===== src/rtl/dram_gen2_pkg.sv =====
// Shared state encoding, default timing constants and elaboration-time helpers for the
// 68000 DRAM controller.
package dram_gen2_pkg;

    typedef enum logic [2:0] {
        StIdle,
        StRow,
        StCol,
        StPre,
        StRcas,
        StRras,
        StRpre
    } dram_state_e;

    localparam int unsigned DefTRcd      = 1;
    localparam int unsigned DefTRp       = 2;
    localparam int unsigned DefTRfc      = 2;
    localparam int unsigned DefRefPeriod = 120;
    localparam int unsigned DefRefMax    = 3;

    // Bit width needed to index n items, never less than one bit.
    function automatic int unsigned width_of(input int unsigned n);
        return (n > 1) ? $clog2(n) : 1;
    endfunction

    function automatic int unsigned max3(input int unsigned a, input int unsigned b,
                                         input int unsigned c);
        int unsigned m;
        m = (a > b) ? a : b;
        return (m > c) ? m : c;
    endfunction

endpackage


===== src/rtl/dram_refresh_timer.sv =====
// Free-running refresh interval timer feeding a saturating count of owed refresh cycles.
module dram_refresh_timer
    import dram_gen2_pkg::*;
#(
    parameter int unsigned REF_PERIOD = DefRefPeriod,
    parameter int unsigned REF_MAX    = DefRefMax
) (
    input  logic       clk_i,
    input  logic       rst_ni,
    input  logic       dec_i,
    output logic       pending_o,
    output logic       urgent_o,
    output logic       urgent_next_o,
    output logic [1:0] ref_pend_o
);

    localparam int unsigned       TimerW    = width_of(REF_PERIOD);
    localparam logic [TimerW-1:0] TimerLast = TimerW'(REF_PERIOD - 1);
    localparam logic [1:0]        PendMax   = 2'(REF_MAX);

    logic [TimerW-1:0] timer_q, timer_d;
    logic [1:0]        pend_q, pend_d;
    logic              wrap;

    always_comb begin
        wrap    = (timer_q == TimerLast);
        timer_d = wrap ? '0 : timer_q + 1'b1;
        pend_d  = pend_q;
        // A wrap coinciding with a completed refresh cancels out.
        if (wrap && !dec_i) begin
            if (pend_q != PendMax) pend_d = pend_q + 2'd1;
        end else if (dec_i && !wrap) begin
            if (pend_q != 2'd0) pend_d = pend_q - 2'd1;
        end
    end

    always_ff @(posedge clk_i or negedge rst_ni) begin
        if (!rst_ni) begin
            timer_q <= '0;
            pend_q  <= 2'd0;
        end else begin
            timer_q <= timer_d;
            pend_q  <= pend_d;
        end
    end

    assign pending_o     = (pend_q != 2'd0);
    assign urgent_o      = (pend_q == PendMax);
    assign urgent_next_o = (pend_d == PendMax);
    assign ref_pend_o    = pend_q;

endmodule


===== src/rtl/dram_ctl_gen2.sv =====
// 68000-bus DRAM controller: RAS/CAS access sequencing with CAS-before-RAS refresh.
module dram_ctl_gen2
    import dram_gen2_pkg::*;
#(
    parameter int unsigned ROW_W      = 11,
    parameter int unsigned COL_W      = 10,
    parameter int unsigned BANKS      = 2,
    parameter int unsigned T_RCD      = DefTRcd,
    parameter int unsigned T_RP       = DefTRp,
    parameter int unsigned T_RFC      = DefTRfc,
    parameter int unsigned REF_PERIOD = DefRefPeriod,
    parameter int unsigned REF_MAX    = DefRefMax,
    localparam int unsigned BSEL_W    = width_of(BANKS)
) (
    input  logic                          CLK,
    input  logic                          nRESET,
    input  logic [ROW_W+COL_W+BSEL_W-1:0] A,
    input  logic                          nAS,
    input  logic                          nUDS,
    input  logic                          nLDS,
    input  logic                          nWE,
    input  logic                          nDTACK,
    input  logic                          RAMCS,
    output logic                          RAMReady,
    output logic [ROW_W-1:0]              RA,
    output logic [BANKS-1:0]              nRAS,
    output logic                          nCAS,
    output logic                          nLWE,
    output logic                          nUWE,
    output logic                          nOE,
    output logic [1:0]                    RefPend
);

    localparam int unsigned   CntW  = width_of(max3(T_RCD, T_RP, T_RFC));
    localparam logic [CntW-1:0] LdRcd = CntW'(T_RCD - 1);
    localparam logic [CntW-1:0] LdRp  = CntW'(T_RP - 1);
    localparam logic [CntW-1:0] LdRfc = CntW'(T_RFC - 1);

    dram_state_e       state_q, state_d;
    logic [CntW-1:0]   cnt_q, cnt_d;
    logic [BSEL_W-1:0] bank_q, bank_d;
    logic [ROW_W-1:0]  row_q, row_d;
    logic [COL_W-1:0]  col_q, col_d;
    logic [ROW_W-1:0]  ra_d;
    logic [BANKS-1:0]  ras_d;
    logic              cas_d, oe_d, lwe_d, uwe_d, ready_d;
    logic              pending, urgent, urgent_next, hold_done, ref_done;

    assign hold_done = (cnt_q == '0);
    assign ref_done  = (state_q == StRpre) && hold_done;

    dram_refresh_timer #(
        .REF_PERIOD (REF_PERIOD),
        .REF_MAX    (REF_MAX)
    ) u_refresh_timer (
        .clk_i         (CLK),
        .rst_ni        (nRESET),
        .dec_i         (ref_done),
        .pending_o     (pending),
        .urgent_o      (urgent),
        .urgent_next_o (urgent_next),
        .ref_pend_o    (RefPend)
    );

    always_comb begin
        state_d = state_q;
        cnt_d   = hold_done ? cnt_q : cnt_q - 1'b1;
        bank_d  = bank_q;
        row_d   = row_q;
        col_d   = col_q;
        unique case (state_q)
            StIdle: begin
                if (urgent) begin
                    state_d = StRcas;
                    cnt_d   = '0;
                end else if (!nAS && RAMCS) begin
                    state_d = StRow;
                    cnt_d   = LdRcd;
                    bank_d  = (BANKS > 1) ? A[ROW_W+COL_W +: BSEL_W] : '0;
                    row_d   = A[COL_W +: ROW_W];
                    col_d   = A[COL_W-1:0];
                end else if (pending && (nAS || !RAMCS)) begin
                    state_d = StRcas;
                    cnt_d   = '0;
                end
            end
            StRow: begin
                if (nAS) begin
                    state_d = StPre;
                    cnt_d   = LdRp;
                end else if (hold_done) begin
                    state_d = StCol;
                    cnt_d   = '0;
                end
            end
            StCol: begin
                if (!nDTACK || nAS) begin
                    state_d = StPre;
                    cnt_d   = LdRp;
                end
            end
            StPre:  if (hold_done) state_d = StIdle;
            StRcas: begin
                state_d = StRras;
                cnt_d   = LdRfc;
            end
            StRras: begin
                if (hold_done) begin
                    state_d = StRpre;
                    cnt_d   = LdRp;
                end
            end
            StRpre: if (hold_done) state_d = StIdle;
            default: begin
                state_d = StIdle;
                cnt_d   = '0;
            end
        endcase
    end

    // Strobes are decoded from the next state so they change on the same edge as the state.
    always_comb begin
        ra_d  = '0;
        ras_d = '1;
        cas_d = 1'b1;
        oe_d  = 1'b1;
        lwe_d = 1'b1;
        uwe_d = 1'b1;
        case (state_d)
            StRow: begin
                ras_d = ~(BANKS'(1) << bank_d);
                ra_d  = row_d;
            end
            StCol: begin
                ras_d = ~(BANKS'(1) << bank_d);
                ra_d  = ROW_W'(col_d);
                cas_d = 1'b0;
                if (nWE) begin
                    oe_d = 1'b0;
                end else begin
                    lwe_d = nLDS;
                    uwe_d = nUDS;
                end
            end
            StRcas: cas_d = 1'b0;
            StRras: begin
                ras_d = '0;
                cas_d = 1'b0;
            end
            default: ;
        endcase
        ready_d = !((state_d == StRcas) || (state_d == StRras) || (state_d == StRpre) ||
                    ((state_d == StIdle) && urgent_next));
    end

    always_ff @(posedge CLK or negedge nRESET) begin
        if (!nRESET) begin
            state_q  <= StIdle;
            cnt_q    <= '0;
            bank_q   <= '0;
            row_q    <= '0;
            col_q    <= '0;
            RA       <= '0;
            nRAS     <= '1;
            nCAS     <= 1'b1;
            nOE      <= 1'b1;
            nLWE     <= 1'b1;
            nUWE     <= 1'b1;
            RAMReady <= 1'b1;
        end else begin
            state_q  <= state_d;
            cnt_q    <= cnt_d;
            bank_q   <= bank_d;
            row_q    <= row_d;
            col_q    <= col_d;
            RA       <= ra_d;
            nRAS     <= ras_d;
            nCAS     <= cas_d;
            nOE      <= oe_d;
            nLWE     <= lwe_d;
            nUWE     <= uwe_d;
            RAMReady <= ready_d;
        end
    end

endmodule


===== config.mk =====
export PLATFORM = sky130hd
export DESIGN_NAME = dram_ctl_gen2
export DESIGN_NICKNAME = d
export VERILOG_FILES = /design/src/rtl/dram_gen2_pkg.sv /design/src/rtl/dram_refresh_timer.sv /design/src/rtl/dram_ctl_gen2.sv
export SDC_FILE = /design/constraint.sdc
export NUM_CORES = 1
export LEC_CHECK = 0
export CAP_MARGIN = 20
export CORE_ASPECT_RATIO = 1.1
export CORE_UTILIZATION = 54
export CTS_CLUSTER_DIAMETER = 60
export DETAILED_ROUTE_END_ITERATION = 10
export PLACE_DENSITY = 0.84
export SETUP_SLACK_MARGIN = 0.4
export SLEW_MARGIN = 40
export SYNTH_ARGS = -nofsm -noshare
export SYNTH_HDL_FRONTEND = slang
export SYNTH_HIERARCHICAL = 1
export SYNTH_SLANG_ARGS = --single-unit

===== constraint.sdc =====
create_clock -name CLK -period 3.5 [get_ports CLK]
set_clock_uncertainty 0.15 [all_clocks]
set_input_delay 0.7 -clock CLK [delete_from_list [all_inputs] [get_ports CLK]]
set_output_delay 0.7 -clock CLK [all_outputs]
set_load 0.01 [all_outputs]

# == After elaboration in Yosys (flattened, before gate mapping) ==
# Cells that the tools add are included.
# totals
regBits,53
input_bits,30
out_inout_bits,20
wordCells,100
# classes
addsub,4
n_eq_ne,15
shifts,1
n_mux,41
bitwise_logic,2
n_reduce_logical,23
# op_table
op,n
two-way mux 11 bit,3
two-way mux 10 bit,3
two-way mux 3 bit,8
case mux 11 bit (2 select lines),1
"== test 3 bit, second input constant",6
two-way mux 1 bit,18
case mux 3 bit (6 select lines),1
"== test 3 x 2 -> 1 bit, second input constant",3
two-way mux 2 bit,4
"adder 7 x 1 -> 7 bit, second input constant",1
"== test 7 bit, second input constant",1
two-way mux 7 bit,1
"== test 3 x 1 -> 1 bit, second input constant",2
logical AND 1 bit,6
zero test 1 bit,6
zero test 3 bit,2
case mux 1 bit (6 select lines),1
logical OR 1 bit,5
"== test 2 bit, second input constant",2
case mux 2 bit (2 select lines),1
OR reduction 2 bit,2
OR reduction 3 bit,1
"adder 2 x 1 -> 2 bit, second input constant",1
"!= test 2 bit, second input constant",1
other kinds (6),6

# == Longest topological paths before layout ==
# Gate-level depths: netlist of run 1.
# logic_depth
ltp_word,12
ltp_mapped,7

# == Cells and area by module ==
# The synthesis of run 1 kept the hierarchy.
# modules_own_cells
mod,n_inst,cells_per_inst,area_each_um2
dram_ctl_gen2,1,129,1830.5
dram_refresh_timer,1,47,473.0

# == Worst setup path after synthesis of run 1 ==
# No wires, ideal clock.
# synth_path
kind,input port to flip-flop
start,input port nAS
end,register RA[0]
arrival_ns,2.007
required_time_ns,3.283
slack_ns,1.276
path_stages,6
path_buffers,0
cell_sequence,and2b_2 > a32oi_1 > nor3b_4 > inv_4 > nor3_4 > a32o_1
# synth_via
elab_chain_cells,8
# synth_rtl
element,line_no,source
from (decl),dram_ctl_gen2.sv:18,"input logic nAS,"
logical OR 1 bit,dram_ctl_gen2.sv:82,end else if (pending && (nAS || !RAMCS)) begin
logical AND 1 bit,dram_ctl_gen2.sv:82,
two-way mux 3 bit,dram_ctl_gen2.sv:82,
two-way mux 3 bit,dram_ctl_gen2.sv:76,end else if (!nAS && RAMCS) begin
two-way mux 3 bit,dram_ctl_gen2.sv:73,if (urgent) begin
case mux 3 bit (6 select lines) (*),dram_ctl_gen2.sv:71,unique case (state_q)
via state_d[0],dram_ctl_gen2.sv:39,"dram_state_e state_q, state_d;"
== test 3 x 2 -> 1 bit or == test 3 x 1 -> 1 bit (tied branches),dram_ctl_gen2.sv:129,case (state_d)
case mux 11 bit (2 select lines) (*),dram_ctl_gen2.sv:129,
via ra_d[0],dram_ctl_gen2.sv:44,logic [ROW_W-1:0] ra_d;
to (signal assigned),dram_ctl_gen2.sv:176,RA <= ra_d;
to (decl),dram_ctl_gen2.sv:25,"output logic [ROW_W-1:0] RA,"
# The timed path passes the listed nets; every way through them passes the cells marked *.

# == Worst setup path in the final report of run 1 ==
# layout_path
start,input port nAS
end,register RA[8]
# The elaborated chain is that of the path after synthesis.

==> results of run 1 <==
synthesized netlist by cell type, drive strengths merged (2+ instances only):
master | number | area share (%)
dfrtp | 46 | 50
mux2 | 22 | 11
nand3 | 9 | 2.0
a32o | 8 | 3.7
nor2 | 8 | 1.4
dfstp | 7 | 8.0
inv | 7 | 1.2
a21oi | 5 | 1.1
buf | 5 | 2.2
nand2 | 5 | 0.92
nand2b | 4 | 1.1
o21ai | 4 | 0.87
nand4 | 3 | 1.1
nor3b | 3 | 1.5
or3 | 3 | 0.87
xor2 | 3 | 1.1
a211oi | 2 | 0.65
a31oi | 2 | 0.54
and2b | 2 | 0.71
clkinv | 2 | 0.33
nor2b | 2 | 0.54
nor3 | 2 | 0.92
o31a | 2 | 0.81
sequential cells by signal (all words and copies together) (netlist names):
signal                      count
nOE                             1
row_q                          11
u_refresh_timer/ref_pend_o      2
col_q                          10
cnt_q                           1
nUWE                            1
nCAS                            1
bank_q                          1
state_q                         3
nRAS                            2
nLWE                            1
RAMReady                        1
u_refresh_timer/timer_q         7
RA                             11
stage by stage:
stage | util [%] | instance area (µm²) | std cells | setup slack, ns | hold WS [ns]
finish | 72.3 | 2910 | 281 | 0.794 | 0.247
global route | 72.3 | 2910 | 281 | 0.692 | 0.295
CTS | 72.3 | 2910 | 281 | 0.827 | 0.262
detailed placement | 69.9 | 2810 | 273 | 0.495 | 0.333
global placement | 69.9 | 2810 | 273 | 0.604 | 0.320
floorplan | - | 2300 | 176 | 1.28 | 0.254
worst paths after layout:
path	startpoint	to	slack, ns	cells after the start
max in group asynchronous	nRESET	nRAS[0]	2.37	2
max	nAS	RA[8]	0.79	7
min	nRESET	u_refresh_timer/ref_pend_o[0]	0.25	1
min in group CLK	row_q[4]	row_q[4]	0.35	1
min reg2reg	row_q[4]	row_q[4]	0.35	1
max reg2reg	u_refresh_timer/ref_pend_o[0]	nRAS[0]	1.05	6
layout by cell type, fill, tap and decap left out, types with 2 or more instances in the layout:
master	n
a211oi_1	2
a21oi_1	5
a31oi_1	2
a32o_1	4
a32o_2	4
buf_4	2
clkbuf_8	6
clkdlybuf4s50_1	48
clkinv_1	2
dfrtp_1	46
dfstp_2	7
inv_1	6
mux2_2	22
nand2_1	4
nand2b_1	4
nand3_1	9
nand4_1	2
nor2_1	7
nor2b_1	2
nor3b_1	2
o21ai_0	4
or3_1	2
xor2_1	3
critical path: stages:
cell and delay (ns):
clkdlybuf4s50_1 0.47, and2b_2 0.25, a32oi_1 0.16, nor3b_4 0.49
inv_4 0.09, nor3_4 0.43, a32o_1 0.21
layer usage:
metal | track usage, % | wire length [µm] | up-vias
met3 | 5.72 | 234 | 7
met2 | 37.9 | 2400 | 59
li1 | - | - | 746
met4 | 7.90 | 55 | 0
met5 | 0 | 0 | -
met1 | 27.1 | 1910 | 781
power breakdown:
group / internal, mW / switching [mW] / leakage [nW]
registers: 0.861 / 0.104 / 0.643
clock network: 0.160 / 0.191 / 0.0512
logic: 0.496 / 0.512 / 0.532
cell families after synthesis:
| logic type | share of synthesized area [%] |
|---|---|
| DFF | 58.0 |
| and+or+nand+nor | 13.9 |
| AOI/OAI and AO/OA | 10.9 |
| muxes | 11.4 |
| buffers and inverters | 3.75 |
| xor gates and xnor gates | 1.14 |
| adders and majority gates | 0.978 |
area by class of cell:
cell class	count	area, µm²	share of cell area, %
sequential	53	1340	45.9
multi-input combinational	109	882	30.3
timing repair buffer	50	495	17.0
clock buffer	6	82.6	2.84
tap	52	65.1	2.24
inverter	9	36.3	1.25
clock inverter	2	13.8	0.473
==> summary.txt, run 1 <==
Die W -> 64.3 µm
CTS tree -> done
Avg Cell Area, Syn -> 13.1 µm²
share of cells above drive strength 1 -> 25.3%
DIE HEIGHT -> 70.5 µm
Clock Tree Root -> clkbuf_8
drt wl/cell -> 16.4 µm
full die area -> 4530 µm²
Hold Vio Cnt, Final -> 0
Syn Inst Count -> 176
P_leak -> 1.23 nW
antenna diode count -> 0
Synth Net Count -> 207
first-pass GRT wire length -> 7560 µm
Pins Over Slew Limit -> 0
register area share after synthesis -> 58.0%
setup TNS -> 0 ns
asr flop ratio synth -> 100%
outcome -> complete, no violations
core footprint -> 4020 µm²
MaxCap Viol Count -> 0
Reg clk slew, reported paths -> 0.09 ns
Routed WL -> 4600 µm
Startpoint Class -> primary input
I/O pin total -> 50
number of fill cells in the layout -> 285
CTS Buf Count -> 5
Tcrit/Tclk final -> 77.3%
routability cong. -> 0.766
setup repair bufs after CTS -> 0
FF+latch count, synth -> 53
HP Class -> primary input to async pin
DR DRC count -> 0
Total Power -> 2.32 mW
via/cell ratio -> 5.67
global route overflow -> 0
Initial Util -> 57.2%
number of antenna violations at the first check in global routing -> 0
RSZ-0062 raised after global routing -> false
Worst-Margin Slew -> 0.611 ns
Post-synth EDFFs -> 0
Hold-fix buffers, CTS -> 0
Core Rows -> 24
synth warn -> 6
port bufs -> 49
total track usage -> 22.2%
crit-path max FO -> 10
headroom to the max-slew limit -> 59.2%
total number of vias -> 1593
drt first pass iters -> 4
Top FF cell, synth -> dfrtp_1
PostCTS Resize Cnt -> 0
pwr dens -> 798 nW/µm²
min Tclk post-route -> 2.71 ns
Critical Path RT -> 3.59 ns
synthesized area -> 2300 µm²
critical setup path kind -> primary input to register
Worst setup EP type -> register
CTS max path bufs -> 2
Skew-Pair Late Insertion Delay -> 0.30 ns
Peak Freq -> 0.370 GHz
Routed Antenna Nets -> 0
Arr. time, crit path -> 2.80 ns
clk sinks -> 53
maximum VDD drop -> 0.404 mV
synthesis-to-finish area growth -> 26.3%
DP Wirelength -> 3320 µm
vias in the first global route -> 1640
H-tree Lvls -> 2
DRT iter0 DRCs -> 87
post-synthesis cell type count -> 54
largest net degree at the start of global routing -> 51
final setup fails -> 0
nets -> 259
Power figures use the tool's default switching activity.
==> inputs of run 2 (changes only) <==
Settings changed: CORE_UTILIZATION 54 to 50, PLACE_DENSITY 0.84 to 0.79.
Clock period 3.5 ns to 2.55 ns, I/O delays scaled along.
==> summary.txt, run 2 (synthesized netlist as in run 1, its figures left out) <==
outcome -> complete, no violations
Startpoint Class -> register
global route overflow -> 0 (unchanged)
most frequent CP cell -> buf_4
Hold Vio Cnt, Final -> 0 (unchanged)
Pins Over Slew Limit -> 0 (unchanged)
Reg-to-Reg Start -> u_refresh_timer/ref_pend_o[0]
Die W -> 66.7 µm (+3.8%)
Worst setup EP type -> register
routability cong. -> 0.848 (+11%)
via/cell ratio -> 5.48 (-3.3%)
final hold slack -> 0.339 ns (+0.0917 ns)
DRT iter0 DRCs -> 85 (-2.3%)
largest net degree at the start of global routing -> 22 (-57%)
maximum VDD drop -> 0.712 mV (+76%)
setup TNS -> 0 ns (unchanged)
RSZ-0062 raised after global routing -> false
Core Rows -> 25 (+4.2%)
number of antenna violations at the first check in global routing -> 0 (unchanged)
antenna diode count -> 0 (unchanged)
flop-to-flop setup slack -> 0.45 ns (-0.60 ns)
most frequent cells in the layout -> clkdlybuf4s50_1 (46), dfrtp_1 (41), mux2_2 (22), buf_4 (14), nand3_1 (9)
CTS tree -> done
Hold Crit Endpoint -> u_refresh_timer/timer_q[0]
P_leak -> 1.39 nW (+14%)
Arr. time, crit path -> 2.20 ns (-0.60 ns)
min Tclk post-route -> 2.10 ns
Clock Tree Root -> clkbuf_8
worst min-delay path startpoint -> u_refresh_timer/timer_q[0]
drt wl/cell -> 16.6 µm (+1.3%)
Reg clk slew, reported paths -> 0.10 ns (about the same)
DIE HEIGHT -> 73.2 µm (+3.8%)
total track usage -> 22.4% (+0.16 points)
DP Wirelength -> 3230 µm (-2.7%)
pwr dens -> 1200 nW/µm² (+50%)
critical-path cell list -> and2_4 > nor4_4 > a32oi_1 > nor3b_4 > buf_4 > buf_6 > buf_4 > o31a_2
CTS max path bufs -> 2 (unchanged)
first-pass GRT wire length -> 7850 µm (+3.8%)
clk sinks -> 53 (unchanged)
I/O pin total -> 50 (unchanged)
core footprint -> 4350 µm² (+8.1%)
Total Power -> 3.85 mW (+66%)
final setup fails -> 0 (unchanged)
headroom to the max-slew limit -> 76.1% (+17 points)
Tcrit/Tclk final -> 82.5%
crit-path max cell delay -> 0.41 ns (-0.08 ns)
Critical Path RT -> 2.64 ns (-0.95 ns)
synthesis-to-finish area growth -> 39.6%
critical setup path kind -> register to register
CP max-delay cell -> dfrtp_2
Top Registers -> RA: 11 flops, row_q: 11 flops, col_q: 10 flops
share of cells above drive strength 1 -> 35.2% (+9.9 points)
reg-to-reg endpoint -> nRAS[0]
Initial Util -> 53.0% (-4.3 points)
crit-path max FO -> 6 (-4)
drt first pass iters -> 4 (unchanged)
DR DRC count -> 0 (unchanged)
R2R cell count -> 8 (+2)
Worst-Margin Slew -> 0.359 ns (-0.252 ns)
total number of vias -> 1666 (+4.6%)
nets -> 280 (+8.1%)
Routed WL -> 5040 µm (+9.5%)
CTS Buf Count -> 5 (unchanged)
commonest non-fill, non-tap cell in the layout -> clkdlybuf4s50_1
port bufs -> 49 (unchanged)
WHS Path Cells -> 1
Peak Freq -> 0.475 GHz
MaxCap Viol Count -> 0 (unchanged)
Routed Antenna Nets -> 0 (unchanged)
full die area -> 4880 µm² (+7.8%)
Skew-Pair Late Insertion Delay -> 0.31 ns (about the same)
HP Class -> register to register
H-tree Lvls -> 2 (unchanged)
vias in the first global route -> 1648 (+0.49%)
==> run 2: stage by stage <==
step           instances  setup WS (ns)  instance area (µm²)  utilization [%]
3_5_place_dp         285         0.0151                 2910             67.0
5_1_grt              304          0.390                 3220             74.0
3_3_place_gp         285         0.0443                 2910             67.0
4_1_cts              299          0.404                 3140             72.3
2_1_floorplan        176          0.516                 2300                -
6_report             304          0.447                 3220             74.0
==> run 2: per-layer routing <==
layer	wire [µm]	track usage [%]	up-vias
met5	0	0	-
met4	80	7.57	0
met3	203	4.69	7
met2	2650	37.1	47
met1	2100	28.9	828
li1	-	-	784
==> run 2: layout make-up <==
cell class / count / area (µm²)
Sequential cell: 53 / 1340
Fill cell: 304 / 1130
Multi-Input combinational cell: 109 / 917
Timing Repair Buffer: 71 / 736
Clock buffer: 5 / 68.8
Tap cell: 54 / 67.6
Clock inverter: 3 / 43.8
Inverter: 9 / 41.3
==> run 2: how the worst max path moves through the flow <==
stage,start,end,cells after the start
4_1_cts,u_refresh_timer/ref_pend_o[0],RA[3],8
6_report,u_refresh_timer/ref_pend_o[0],nRAS[0],8
3_5_place_dp,nAS,RA[4],8
5_1_grt,state_q[2],RA[4],8
3_3_place_gp,nAS,RA[0],8
2_1_floorplan,nAS,RA[0],6
==> run 2: what timing repair did <==
item	4_1_cts	5_1_grt
resized for setup	9	11
hold endpoints to repair	15	0
buffers inserted	3	4
hold buffers	1	0
gates cloned	2	1
endpoints found under the setup margin	10	14
pin swaps	2	3
==> run 2: critical path: cells and delay by family (launching register included) <==
kind / cells / cell delay [ns]
buf+inv: 3 / 0.40
simple gates: 3 / 0.66
flops: 1 / 0.41
compound gates: 2 / 0.41
==> run 2: report_power, final <==
group          leakage [nW]  switching [mW]  internal [mW]
logic                 0.699           0.833           1.10
clock network        0.0585           0.282          0.294
registers             0.637           0.149           1.19
total                  1.39            1.26           2.59
==> inputs of run 3 (changes only) <==
Settings changed: CORE_UTILIZATION 50 to 45, PLACE_DENSITY 0.79 to 0.75.
Clock period 2.55 ns to 1.75 ns, I/O delays scaled along.
==> summary.txt, run 3 (synthesized netlist as in run 1, its figures left out) <==
outcome -> complete, but fails checks
failing checks -> setup timing
min Tclk post-route -> 2.03 ns (-0.0698 ns)
core footprint -> 4780 µm² (+10%)
P_leak -> 1.60 nW (+15%)
Final Util -> 74.0% (about the same)
Tcrit/Tclk final -> 116% (+34 points)
number of antenna violations at the first check in global routing -> 0 (unchanged)
Worst Setup EP -> RA[5]
Routed WL -> 5530 µm (+9.8%)
nets -> 302 (+7.9%)
clk sinks -> 53 (unchanged)
design area -> 3540 µm² (+10%)
P_sw -> 2.10 mW (+66%)
DIE HEIGHT -> 77.0 µm (+5.3%)
critical setup path kind -> register to register
CTS Buf Count -> 5 (unchanged)
Sw Ratio -> 32.8% (-0.059 points)
Startpoint Class -> register
Reg clk slew, reported paths -> 0.10 ns (about the same)
headroom to the max-slew limit -> 74.5% (-1.5 points)
R2R cell count -> 9 (+1)
final setup fails -> 20 (+20)
HP Class -> primary input to async pin
instance count on the critical path -> 9 (+1)
Die W -> 70.2 µm (+5.2%)
post-place setup slack -> -0.606 ns (-0.621 ns)
sequential power share -> 30.3% (-4.4 points)
flop-to-flop setup slack -> -0.28 ns (-0.73 ns)
MaxCap Viol Count -> 0 (unchanged)
Arr. time, crit path -> 2.09 ns (-0.11 ns)
critical-path cell list -> nor4_4 > a32oi_1 > nor3b_4 > buf_6 > inv_4 > nor3_4 > buf_4 > buf_16 > a32o_2
pwr dens -> 1810 nW/µm² (+51%)
drt first pass iters -> 4 (unchanged)
crit-path max FO -> 6 (unchanged)
reg-to-reg endpoint -> RA[5]
Internal -> 4.30 mW (+66%)
Total Power -> 6.39 mW (+66%)
Worst-Margin Slew -> 0.379 ns (+0.0195 ns)
top cell family by delay on the critical path -> simple AND/OR/NAND/NOR gates
drt wl/cell -> 16.9 µm (+1.7%)
Top Registers -> RA: 11 flops, row_q: 11 flops, col_q: 10 flops
crit-path max cell delay -> 0.48 ns (+0.07 ns)
H-tree Lvls -> 2 (unchanged)
routability cong. -> 0.909 (+7.1%)
Pins Over Slew Limit -> 0 (unchanged)
clock power share -> 15.4% (+0.4 points)
Clock Tree Root -> clkbuf_8
Placement Cell Area -> 3080 µm² (+5.7%)
via/cell ratio -> 5.35 (-2.4%)
CTS tree -> done
Routed Antenna Nets -> 0 (unchanged)
DP Wirelength -> 3560 µm (+10%)
largest net degree at the start of global routing -> 42 (+91%)
full die area -> 5410 µm² (+11%)
share of cells above drive strength 1 -> 54.0% (+19 points)
maximum VDD drop -> 0.828 mV (+16%)
critical path startpoint -> state_q[0]
Peak Freq -> 0.492 GHz (+3.4%)
setup TNS -> -3.83 ns (-3.83 ns)
I/O pin total -> 50 (unchanged)
DR DRC count -> 0 (unchanged)
port bufs -> 49 (unchanged)
Worst setup EP type -> register
Hold Vio Cnt, Final -> 0 (unchanged)
combinational power share -> 54.3% (+4.0 points)
Critical Path RT -> 1.80 ns (-0.84 ns)
CTS max path bufs -> 2 (unchanged)
antenna diode count -> 0 (unchanged)
first-pass GRT wire length -> 8890 µm (+13%)
Reg-to-Reg Start -> state_q[0]
Core Rows -> 26 (+4.0%)
total track usage -> 21.1% (-1.2 points)
Bufs and invs on worst path -> 4 (+1)
synthesis-to-finish area growth -> 53.6%
RSZ-0062 raised after global routing -> true
Initial Util -> 48.2% (-4.8 points)
commonest non-fill, non-tap cell in the layout -> dfrtp_1
global route overflow -> 0 (unchanged)
CP max-delay cell -> dfrtp_2
Skew-Pair Late Insertion Delay -> 0.31 ns (about the same)
total number of vias -> 1755 (+5.3%)
DRT iter0 DRCs -> 134 (+58%)
vias in the first global route -> 1837 (+11%)
fin worst setup slack -> -0.284 ns (-0.730 ns)
most frequent cells in the layout -> dfrtp_1 (40), clkdlybuf4s50_1 (27), buf_6 (24), buf_4 (24), mux2_4 (13)
## run 3: changes by cell type in the layout (fill, tap and decap cells not counted), moves of 10 or more
cell             change
buf_4               +10
mux2_4              +13
mux2_2              -13
buf_2               +11
buf_6               +21
clkdlybuf4s50_1     -19
## run 3: how the worst min path moves through the flow
stage / startpoint / endpoint / slack [ns] / cells past startpoint
detailed placement: nRESET / row_q[1] / 0.11 / 1
CTS: nRESET / row_q[7] / 0.32 / 2
finish: nRESET / row_q[7] / 0.31 / 2
floorplan: nRESET / RA[0] / -0.1 / 0
global route: nRESET / row_q[7] / 0.32 / 2
global placement: nRESET / col_q[0] / 0.11 / 1
## run 3: cell type report
type / count / area [µm²]
clock inverter: 3 / 68.8
fill: 322 / 1240
tap: 56 / 70.1
inverter: 9 / 46.3
clock buffer: 5 / 68.8
timing repair buffer: 93 / 887
multi-input combinational: 109 / 1050
sequential: 53 / 1340
## run 3: power by group through the flow
| stage | clock (mW) | combinational (mW) | sequential, mW |
|---|---|---|---|
| 3_3_place_gp | 0 | 2.59 | 1.91 |
| 5_1_grt | 1.06 | 3.68 | 1.98 |
| 4_1_cts | 1.01 | 3.35 | 1.92 |
| 3_5_place_dp | 0 | 2.66 | 1.92 |
| 6_report | 0.984 | 3.47 | 1.94 |
| 2_1_floorplan | 0 | 1.41 | 1.95 |
## run 3: repair_timing
action | 4_1_cts | 5_1_grt
setup buffers | 14 | 3
pin swaps | 5 | 8
resized for setup | 134 | 15
hold endpoints to repair | 10 | 0
hold buffers | 1 | 0
endpoints found under the setup margin | 67 | 62
gates cloned | 1 | 0
## run 3: per-layer routing
layer	wire, µm	global-route usage [%]
met1	2420	27.3
met2	2850	36.1
met3	209	3.68
met4	60	6.60
met5	0	0
## run 3: through the flow
step,hold slack [ns],cells
6_report,0.312,328
2_1_floorplan,-0.0956,176
3_3_place_gp,0.107,301
3_5_place_dp,0.114,301
5_1_grt,0.324,328
4_1_cts,0.323,325
## run 3: worst reg2reg max path, cell delays in order (launching register included)
cell and delay, ns:
dfrtp_2 0.48, nor4_4 0.33, a32oi_1 0.11, nor3b_4 0.17
buf_6 0.13, inv_4 0.06, nor3_4 0.04, buf_4 0.14
buf_16 0.12, a32o_2 0.21
